### config.mk
export PLATFORM = sky130hd
export DESIGN_NAME = switch_debouncer
export DESIGN_NICKNAME = d
export VERILOG_FILES = /design/src/rtl/switch_debouncer_pkg.sv /design/src/rtl/switch_debouncer_channel.sv /design/src/rtl/switch_debouncer.sv
export SDC_FILE = /design/constraint.sdc
export NUM_CORES = 1
export LEC_CHECK = 0
export ABC_CLOCK_PERIOD_IN_PS = 1800
export BUFFER_PORTS_ARGS = -buffer_cell sky130_fd_sc_hd__buf_4
export CORE_MARGIN = 2
export CORE_UTILIZATION = 53
export CTS_CLUSTER_SIZE = 20
export DETAILED_ROUTE_END_ITERATION = 16
export PLACE_DENSITY = 0.75
export SLEW_MARGIN = 20
export SYNTH_ARGS = -nofsm -noshare
export SYNTH_HDL_FRONTEND = slang
export SYNTH_SLANG_ARGS = --single-unit
### constraint.sdc
create_clock -name clk -period 1.8 [get_ports clk]
set_input_delay 0.09 -clock clk [delete_from_list [all_inputs] [get_ports clk]]
set_output_delay 0.09 -clock clk [all_outputs]
set_load 0.03 [all_outputs]
### src/rtl/switch_debouncer_pkg.sv
// Shared types and defaults for the switch debouncer slice.
package lab3_pkg;

  typedef enum logic [1:0] {ST_LOW, WAIT_HIGH, ST_HIGH, WAIT_LOW} db_state_t;

  localparam int DB_DEFAULT_CYCLES = 4;

endpackage

### src/rtl/switch_debouncer_channel.sv
// One channel: 2-flop synchronizer, debounce FSM with run counter, registered level and edge pulses.
module debounce_channel
  import lab3_pkg::*;
#(
  parameter int DEBOUNCE_CYCLES = DB_DEFAULT_CYCLES
) (
  input  logic clk,
  input  logic rst_n,
  input  logic raw,
  output logic level,
  output logic rise,
  output logic fall
);

  localparam int CW = $clog2(DEBOUNCE_CYCLES + 1);
  localparam logic [CW-1:0] CNT_LAST = CW'(DEBOUNCE_CYCLES - 1);
  localparam logic [CW-1:0] CNT_ONE  = CW'(1);

  logic          s1;
  logic          s2;
  db_state_t     state;
  db_state_t     state_nx;
  logic [CW-1:0] cnt;
  logic [CW-1:0] cnt_nx;
  logic          level_nx;
  logic          rise_nx;
  logic          fall_nx;

  always_ff @(posedge clk or negedge rst_n) begin
    if (!rst_n) begin
      s1    <= 1'b0;
      s2    <= 1'b0;
      state <= ST_LOW;
      cnt   <= '0;
      level <= 1'b0;
      rise  <= 1'b0;
      fall  <= 1'b0;
    end else begin
      s1    <= raw;
      s2    <= s1;
      state <= state_nx;
      cnt   <= cnt_nx;
      level <= level_nx;
      rise  <= rise_nx;
      fall  <= fall_nx;
    end
  end

  // Level and pulses are registered copies of the commit decision, so no
  // combinational path exists from raw to any output.
  always_comb begin
    state_nx = state;
    cnt_nx   = cnt;
    level_nx = level;
    rise_nx  = 1'b0;
    fall_nx  = 1'b0;
    unique case (state)
      ST_LOW: begin
        level_nx = 1'b0;
        if (s2) begin
          state_nx = WAIT_HIGH;
          cnt_nx   = CNT_ONE;
        end
      end
      WAIT_HIGH: begin
        level_nx = 1'b0;
        if (!s2) begin
          state_nx = ST_LOW;
          cnt_nx   = '0;
        end else if (cnt == CNT_LAST) begin
          state_nx = ST_HIGH;
          cnt_nx   = '0;
          level_nx = 1'b1;
          rise_nx  = 1'b1;
        end else begin
          cnt_nx = cnt + CNT_ONE;
        end
      end
      ST_HIGH: begin
        level_nx = 1'b1;
        if (!s2) begin
          state_nx = WAIT_LOW;
          cnt_nx   = CNT_ONE;
        end
      end
      WAIT_LOW: begin
        level_nx = 1'b1;
        if (s2) begin
          state_nx = ST_HIGH;
          cnt_nx   = '0;
        end else if (cnt == CNT_LAST) begin
          state_nx = ST_LOW;
          cnt_nx   = '0;
          level_nx = 1'b0;
          fall_nx  = 1'b1;
        end else begin
          cnt_nx = cnt + CNT_ONE;
        end
      end
      default: begin
        state_nx = ST_LOW;
        cnt_nx   = '0;
        level_nx = 1'b0;
      end
    endcase
  end

endmodule

### src/rtl/switch_debouncer.sv
// Two independent debounce channels feeding and_gate.i1 / and_gate.i2.
module switch_debouncer
  import lab3_pkg::*;
#(
  parameter int DEBOUNCE_CYCLES = DB_DEFAULT_CYCLES
) (
  input  logic       clk,
  input  logic       rst_n,
  input  logic [1:0] sw_raw,
  output logic       i1,
  output logic       i2,
  output logic [1:0] rise,
  output logic [1:0] fall
);

  debounce_channel #(
    .DEBOUNCE_CYCLES(DEBOUNCE_CYCLES)
  ) u_ch1 (
    .clk   (clk),
    .rst_n (rst_n),
    .raw   (sw_raw[0]),
    .level (i1),
    .rise  (rise[0]),
    .fall  (fall[0])
  );

  debounce_channel #(
    .DEBOUNCE_CYCLES(DEBOUNCE_CYCLES)
  ) u_ch2 (
    .clk   (clk),
    .rst_n (rst_n),
    .raw   (sw_raw[1]),
    .level (i2),
    .rise  (rise[1]),
    .fall  (fall[1])
  );

endmodule

==> run summary, run 1 <==
Cells with a size suffix above 1 make up between 20% and 30% of the layout. The number of diodes came out at 0. The part of the cycle the worst path needs is roughly 78%. The worst setup path is captured at a register.

The maximum level of the CTS H-tree is 1. The via count is between 400 and 500. The biggest area contributor in the post-synthesis netlist is dfrtp_1. The largest fanout on the critical path is 5. The first-iteration detailed-routing DRC count came out at 3. The synthesized instance count came out at 58.

The share of total power dissipated in the clock network is a little under a fifth. The number of maximum-capacitance constraint violations is 0. The critical path required time is between 1500 and 2000 ps. The sum of negative setup slack is 0 ps. The largest net degree at the start of global routing is 21.

The number of clock sinks is 20. The total overflow left after global routing is 0. In the routed layout, each cell is associated on average with a via count of 5.21.

The distinct cell type count after synthesis is 17. The internal power consumption is between 800 and 900 uW. The setup slack on the worst flop-to-flop path is between 400 and 500 ps. The switching power came out at 420 uW. By startpoint and endpoint, the worst setup path is classified as register to register. The flow ran to the end, and the final reports show no timing, DRC or antenna violations. In this run the power density over the cells is roughly 1400 mW/mm2.

The starting density of the core is between 50% and 60%. The number of synthesized flops with an enable pin came out at 0. The mean routed wirelength per cell came out at 11.8 um. The clock reaches the later pin of the worst-skew pair after 290 ps. The proportion of register bits with asynchronous set or reset after synthesis is 100%. The power share of the combinational group came out at 30.3%.

The net count reported at finish came out at 77. The number of cell rows is 14. The number of max-slew violations in the final report came out at 0. The mapped cell area came out at roughly 800 um2. The maximum count of clock buffers along a single path is 2. The number of warning messages in the yosys log is 0.

The critical path arrival came out at approximately 1600 ps. TritonCTS built the clock tree. The register bit total from synthesis came out at 20. The mean cell area of the mapped netlist came out at roughly 14 um2.

The peak clock frequency supported by timing came out at about 720 MHz. The worst slew slack as a fraction of its limit came out at a little over four fifths. The type of the most critical hold path is primary input to async pin. The post-route minimum period is between 1000 and 1500 ps. The count of antenna-violating nets left after detailed routing came out at 0. The worst hold margin is ~190 ps.

Broken down by cell family, the worst path's largest delay share belongs to flip-flops. The share of power burned in registers is 50.7%. The critical register-to-register path startpoint is u_ch1.cnt[0]$_DFFE_PN0P_. The die height came out at between 40 and 50 um.

After detailed routing, the total wire length is ~1000 um. The number of fill cells in the layout came out at 106. The tree is rooted in a clkbuf_4. The worst-margin pin slew came out at about 250 ps. The most used flip-flop cell after synthesis is dfrtp_1. The final weighted congestion of routability-driven global placement is roughly 0.7.

VDD sags by at most 0.648 mV. The net count after synthesis came out at 64. Clock-pin slew was measured on the worst setup and hold paths at roughly 110 ps. The pre-CTS worst setup slack is roughly 420 ps. From synthesis to final layout, the design area changed by 15.5%. After floorplanning, the core was sized to cover 0.00145 mm2. The count of port buffers added during placement is 9. In this run the critical register-to-register path is captured at u_ch1.level$_DFF_PN0_. The die boundary width came out at between 40 and 50 um. The hold violation total from the final report was 0.

The delay of the slowest cell on the worst path came out at just over 400 ps. In this run the post-CTS setup repair buffer count came out at 0. Summing internal, switching and leakage power gives roughly 1300 uW. The initial antenna violation count is 0. Once routing completed, OpenROAD measured the worst setup slack at approximately 400 ps. The number of buffers and inverters on the critical path is 0. Setup repair after global routing left no endpoint under its margin. The worst register-to-register path has a depth of 4. The area of the die came out at 0.00183 mm2. Setup violations remaining at the end of the flow were counted as 0.

The number of global-route vias before repair came out at approximately 420. The largest individual stage delay along the critical path comes from the cell dfrtp_1. The number of design rule violations left after detail routing is 0.

The portion of the post-synthesis area used by sequential elements came out at between 60% and 70%. The final setup skew came out at about 11 ps. Net switching is 32.0% of the power. Sorting the synthesized cells by area gives the leading types as dfrtp_1 63%, mux2_2 5.6%, xor2_2 4.1%.

The logic depth of the worst path, buffers included is 4. The most common cell in the synthesized netlist is dfrtp_1. The critical path goes through ha_1 > nor2b_1 > nand2_1 > mux2_2. The top cell type's share of synthesized area came out at a little over three fifths.

In this run the count of I/O pins placed on the die edge is 10. The CTS buffer count is 3. The analysis attributes to cell leakage a power of ~0.00043 uW. The overall routing resource usage is 13.3%. The length of the first detailed-routing pass in iterations is 2. The first global-routing pass estimated 1770 um of wire. In this run the worst setup path begins at u_ch1.cnt[0]$_DFFE_PN0P_. The worst setup path endpoint is u_ch1.level$_DFF_PN0_. The worst setup path is launched from a register.
kinds of logic after synthesis:
| kind of cell | after synthesis | synth area share, % |
|---|---|---|
| DFF | 20 | 62.7 |
| and+or+nand+nor | 18 | 14.4 |
| adders and majority gates | 2 | 3.13 |
| muxes | 4 | 5.64 |
| buffers and inverters | 4 | 3.76 |
| AOI/OAI and AO/OA | 8 | 6.27 |
| xor gates and xnor gates | 2 | 4.08 |
registers in the layout (all words and copies together), names as in the netlist, named ones only:
register     cells
u_ch1.cnt        3
u_ch2.state      1
u_ch2.fall       1
u_ch1.state      1
u_ch1.s1         1
u_ch2.s2         1
u_ch2.rise       1
u_ch1.level      1
u_ch2.s1         1
u_ch1.s2         1
u_ch1.rise       1
u_ch2.cnt        3
u_ch1.fall       1
u_ch2.level      1
metal layers:
metal  routed length [um]  vias to the layer above  share of wire (%)  GRT usage [%]
li1                     -                      218                  -              -
met3                   36                        2                3.5           2.98
met4                    9                        0               0.88           7.50
met2                  473                        6                 46           20.6
met1                  499                      222                 49           17.2
met5                    0                        -                  0              0
placed cells by master, fill, tap and decap left out:
master          n
dfrtp_1        20
buf_4           9
nor3b_1         4
nor2_1          2
clkbuf_8        1
dlygate4sd3_1   3
xor2_2          2
mux2_2          4
and2_2          1
and2_1          1
nand2b_1        2
nor2b_1         2
nand2_1         2
o21a_1          4
nand3_1         1
and3b_1         2
o21ai_0         4
clkbuf_4        3
nand4b_1        1
ha_1            2
worst min-delay path by stage:
stage,start,end,cells past startpoint
2_1_floorplan,rst_n,async pin,0
3_3_place_gp,rst_n,u_ch1.cnt[1]$_DFFE_PN0P_,1
3_5_place_dp,rst_n,u_ch1.level$_DFF_PN0_,1
4_1_cts,rst_n,u_ch2.level$_DFF_PN0_,2
5_1_grt,rst_n,u_ch1.cnt[2]$_DFFE_PN0P_,2
6_report,rst_n,u_ch2.level$_DFF_PN0_,2
repair_timing:
| item | in CTS | in global routing |
|---|---|---|
| hold buffers | 3 | 0 |
| hold endpoints to repair | 22 | 0 |
| resized for setup | 0 | 0 |
power by group through the flow:
stage               clock network [uW]  logic [uW]  registers (uW)
global route                       281         440             680
floorplan                            0         262             699
finish                             250         397             665
global placement                     0         386             669
detailed placement                   0         397             673
CTS                                262         404             664
layout make-up:
type	instances	area, um2	area share [%]
multi-input cells	34	268	29.0
well taps	16	20.0	2.17
flip-flops and latches	20	500	54.3
repair buffers	12	97.6	10.6
clock buffers	4	36.3	3.93
through the flow:
stage | instances | utilization [%] | cell area [um2]
floorplan | 58 | - | 798
global placement | 79 | 58.9 | 856
detailed placement | 79 | 58.9 | 856
CTS | 86 | 63.4 | 922
global route | 86 | 63.4 | 922
finish | 86 | 63.4 | 922
Power figures use the tool's default switching activity.
==> run 2, diff against run 1 <==
--- a/config.mk
+++ b/config.mk
@@ -5,13 +5,14 @@
 export SDC_FILE = /design/constraint.sdc
 export NUM_CORES = 1
 export LEC_CHECK = 0
-export ABC_CLOCK_PERIOD_IN_PS = 1800
+export ABC_AREA = 1
+export ABC_CLOCK_PERIOD_IN_PS = 1200
 export BUFFER_PORTS_ARGS = -buffer_cell sky130_fd_sc_hd__buf_4
 export CORE_MARGIN = 2
-export CORE_UTILIZATION = 53
+export CORE_UTILIZATION = 48
 export CTS_CLUSTER_SIZE = 20
 export DETAILED_ROUTE_END_ITERATION = 16
-export PLACE_DENSITY = 0.75
+export PLACE_DENSITY = 0.71
 export SLEW_MARGIN = 20
 export SYNTH_ARGS = -nofsm -noshare
 export SYNTH_HDL_FRONTEND = slang
==> constraint.sdc (replaced) <==
create_clock -name clk -period 1.2 [get_ports clk]
set_input_delay 0.06 -clock clk [delete_from_list [all_inputs] [get_ports clk]]
set_output_delay 0.06 -clock clk [all_outputs]
set_load 0.03 [all_outputs]
==> run summary, run 2 <==
The die boundary width came out at between 40 and 50 um. In the routed layout, each cell is associated on average with a via count of 4.75. The number of design rule violations left after detail routing came out at 0.

STA classifies the critical path endpoint as a register. The worst-margin pin slew is around 240 ps. The maximum count of clock buffers along a single path is 2.

The final setup skew is 4.38 ps. On the critical path the largest part of the delay comes from flip-flops. The hold violation total from the final report is 0.

The maximum level of the CTS H-tree is 1. The clock transition time at the flip-flop clock pins of the worst setup and hold paths is between 100 and 150 ps. The switching power came out at between 600 and 700 uW. A synthesized cell averages 9.32 um2. The count of antenna-violating nets left after detailed routing came out at 0.

Across all hold checks on the routed design, the worst slack comes to roughly 150 ps. The final layout contains between 100 and 150 nets. The area taken by flip-flops and latches came out at around 500 um2. The share of final-layout standard cells stronger than drive strength 1 came out at a little under a fifth.

Buffers inserted during clock tree synthesis total 3. The signal on the critical path passes through ha_1 > inv_1 > nor2_2 > nand2_1 > nand2_1 > o21ai_0. The fraction of power spent switching nets came out at a little over a third. IR analysis of the VDD net gives a maximum drop of between 0.9 and 1 mV. The largest net degree at the start of global routing came out at 21. Setup repair after global routing left no endpoint under its margin. The worst path in the final design needs a cycle of roughly 1100 ps, including I/O delays and setup. Yosys instantiated no cell more often than nand2_1. The number of buffers and inverters on the critical path is 1.

Setup violations remaining at the end of the flow were counted as 0. The number of antenna diodes in the final layout is 0. The layout-stage area growth over the synthesis result is 15.1%. On the worst path, the slowest cell contributes a delay of 410 ps. The area of the die is 0.00208 mm2.

The length of the first detailed-routing pass in iterations came out at 4. The number of warning messages in the yosys log came out at 0. The clock latency at the later pin of the worst-skew pair came out at 300 ps. The first-iteration detailed-routing DRC count came out at 7.

The number of global-route vias before repair is about 470. STA classifies the critical path startpoint as a register. The share of power burned in registers is about 50%. The synthesized instance count came out at 89. The post-CTS setup repair buffer count came out at 0. The total core area came out at 0.00167 mm2. The library cells used most frequently in the layout, excluding fill and tap cells, are 23 x nand2_1, 20 x dfrtp_1, 12 x inv_1. The library cell used most frequently in the layout, excluding fill and tap cells, is nand2_1. Counting flops with a built-in enable in the synthesized netlist gives 0.

The number of I/O pins is 10. The net count after synthesis is 95. The starting density of the core came out at 49.7%.

The slowest cell on the critical path is dfrtp_1. The setup path with the least slack is of type register to register. The register bit total from synthesis is 20.

Summing all multi-input logic gate instances after layout gives between 200 and 300 um2. The total power per unit cell area is ~2000 mW/mm2. The tool flagged a number of max-cap violations equal to 0. The initial antenna violation count came to 0. The final weighted congestion of routability-driven global placement came out at between 0.7 and 0.8. The leakage power came out at 0.000512 uW. The critical path arrival came out at between 1000 and 1500 ps. Sorting the synthesized cells by how often they occur yields 23 x nand2_1, 20 x dfrtp_1, 12 x inv_1, 7 x nor2_1, 6 x nand3_1. The detailed router placed around 560 vias in this run. Adding up every negative setup slack in the final design gives 0 ps.

The most numerous cell type found on the critical path is nand2_1. After filler insertion, the fill cell instance count of the layout stands at ~150. The final HPWL from detailed placement came out at 836 um.

The synthesized design devotes to its leading area cell type roughly three fifths of total area. The clock group share of total power came out at between 20 and 25%. Timing would allow up to about 900 MHz. The largest registers in the layout are u_ch1.cnt x3, u_ch2.cnt x3.

The overall routing resource usage came out at 13.7%. The number of max-slew violations in the final report came to 0. The min-delay analysis places its worst path in the category primary input to async pin. In this run the clock root is driven by a clkbuf_4. The count of port buffers added during placement is 9. The number of cell rows came out at 15.

The synthesized netlist occupies a cell area of 830 um2. At the worst endpoint, the required time is about 1400 ps. The worst slew slack as a fraction of its limit is 84.1%.

The distinct cell type count after synthesis is 15. Counting every sink on the clock net gives 20. In the final routed layout, each cell accounts on average for roughly 10 um.

The run finished with clean final reports. The proportion of register bits with asynchronous set or reset after synthesis came out at 100%. Summed over all instances, the cell type with the most area after synthesis is dfrtp_1. The total wire length after detailed routing is roughly 1200 um. The largest fanout on the critical path is 5. After synthesis, the cell types taking the most area are dfrtp_1 60%, nand2_1 10%, inv_1 5.4%. Dividing the final minimum period by the clock period gives approximately 90%. From bottom edge to top edge, the die measures 45.6 um. TritonCTS built the clock tree. The internal power consumption came out at between 1000 and 1500 uW. Among all flip-flop cells after synthesis, the most frequent one is dfrtp_1.

The power share of the combinational group is 29.4%. After synthesis, flip-flops and latches occupy around 60% of the total area. The first global-routing pass estimated 1840 um of wire. The remaining global-route overflow is 0.
[run 2: changes by cell type in the layout (fill, tap and decap cells not counted), sizes merged, moves of 4 or more]
cell,delta
nand3,+5
nor2,+7
nand2,+23
nor3b,-4
o21a,-4
mux2,-4
inv,+13
[run 2: repair_timing]
item,4_1_cts,5_1_grt
endpoints found under the hold margin,22,0
resized for setup,0,0
hold buffers,3,0
[run 2: worst register-to-register path, delay by kind of cell (launching register included)]
family          cells  cell delay (ps)
simple gates        3              250
buf+inv             1              100
compound gates      1               70
fa+ha+maj           1              210
flops               1              410
[run 2: area by class of cell]
| cell class | instances | area share (%) |
|---|---|---|
| Sequential cell | 20 | 52.4 |
| Multi-Input combinational cell | 52 | 26.2 |
| Timing Repair Buffer | 12 | 10.2 |
| Inverter | 13 | 5.11 |
| Clock buffer | 4 | 3.80 |
| Tap cell | 17 | 2.23 |
[run 2: power groups by stage]
| stage | Clock [uW] | Sequential, uW | Combinational, uW |
|---|---|---|---|
| after floorplan | 0 | 1010 | 368 |
| after global placement | 0 | 965 | 545 |
| after detailed placement | 0 | 973 | 558 |
| after CTS | 407 | 957 | 569 |
| after global routing | 428 | 982 | 659 |
| final | 388 | 959 | 562 |
[run 2: final timing paths]
kind / start / end / slack [ps] / cells after the start
hold reg to reg: u_ch2.s1$_DFF_PN0_ / u_ch2.s2$_DFF_PN0_ / 360 / 0
min in group clk: u_ch2.s1$_DFF_PN0_ / u_ch2.s2$_DFF_PN0_ / 360 / 0
setup reg to reg: u_ch1.cnt[0]$_DFFE_PN0P_ / u_ch1.level$_DFF_PN0_ / 90 / 6
hold / removal: rst_n / u_ch2.level$_DFF_PN0_ / 150 / 2
setup / recovery: u_ch1.cnt[0]$_DFFE_PN0P_ / u_ch1.level$_DFF_PN0_ / 90 / 6
max in group asynchronous: rst_n / u_ch2.state[0]$_DFFE_PN0P_ / 850 / 2
[run 2: kinds of logic (layout without fill, tap and decap cells)]
family                   count (synthesis)  count (layout)  synth area share (%)
AO/OA/AOI/OAI                            7               7                  4.22
adder cells (fa/ha/maj)                  2               2                  3.02
buffers and inverters                   17              29                  9.50
flip-flops                              20              20                  60.3
AND/OR/NAND/NOR                         43              43                  22.9
[run 2: routing by layer]
layer  up-vias  GRT usage [%]  share of wire (%)
met5         -              0                  0
met4         0           12.4                3.6
met3         4           4.76                5.0
met2        16           17.7                 42
met1       243           17.7                 49
li1        298              -                  -
[run 2: metrics by stage]
step / instances / utilization [%] / total power (uW) / worst slack, ps / area, um2
finish: 118 / 57.2 / 1910 / 90.5 / 955
floorplan: 89 / - / 1370 / 194 / 830
global placement: 111 / 53.2 / 1510 / 160 / 888
CTS: 118 / 57.2 / 1930 / 89.9 / 955
detailed placement: 111 / 53.2 / 1530 / 115 / 888
global route: 118 / 57.2 / 2070 / 7.67 / 955
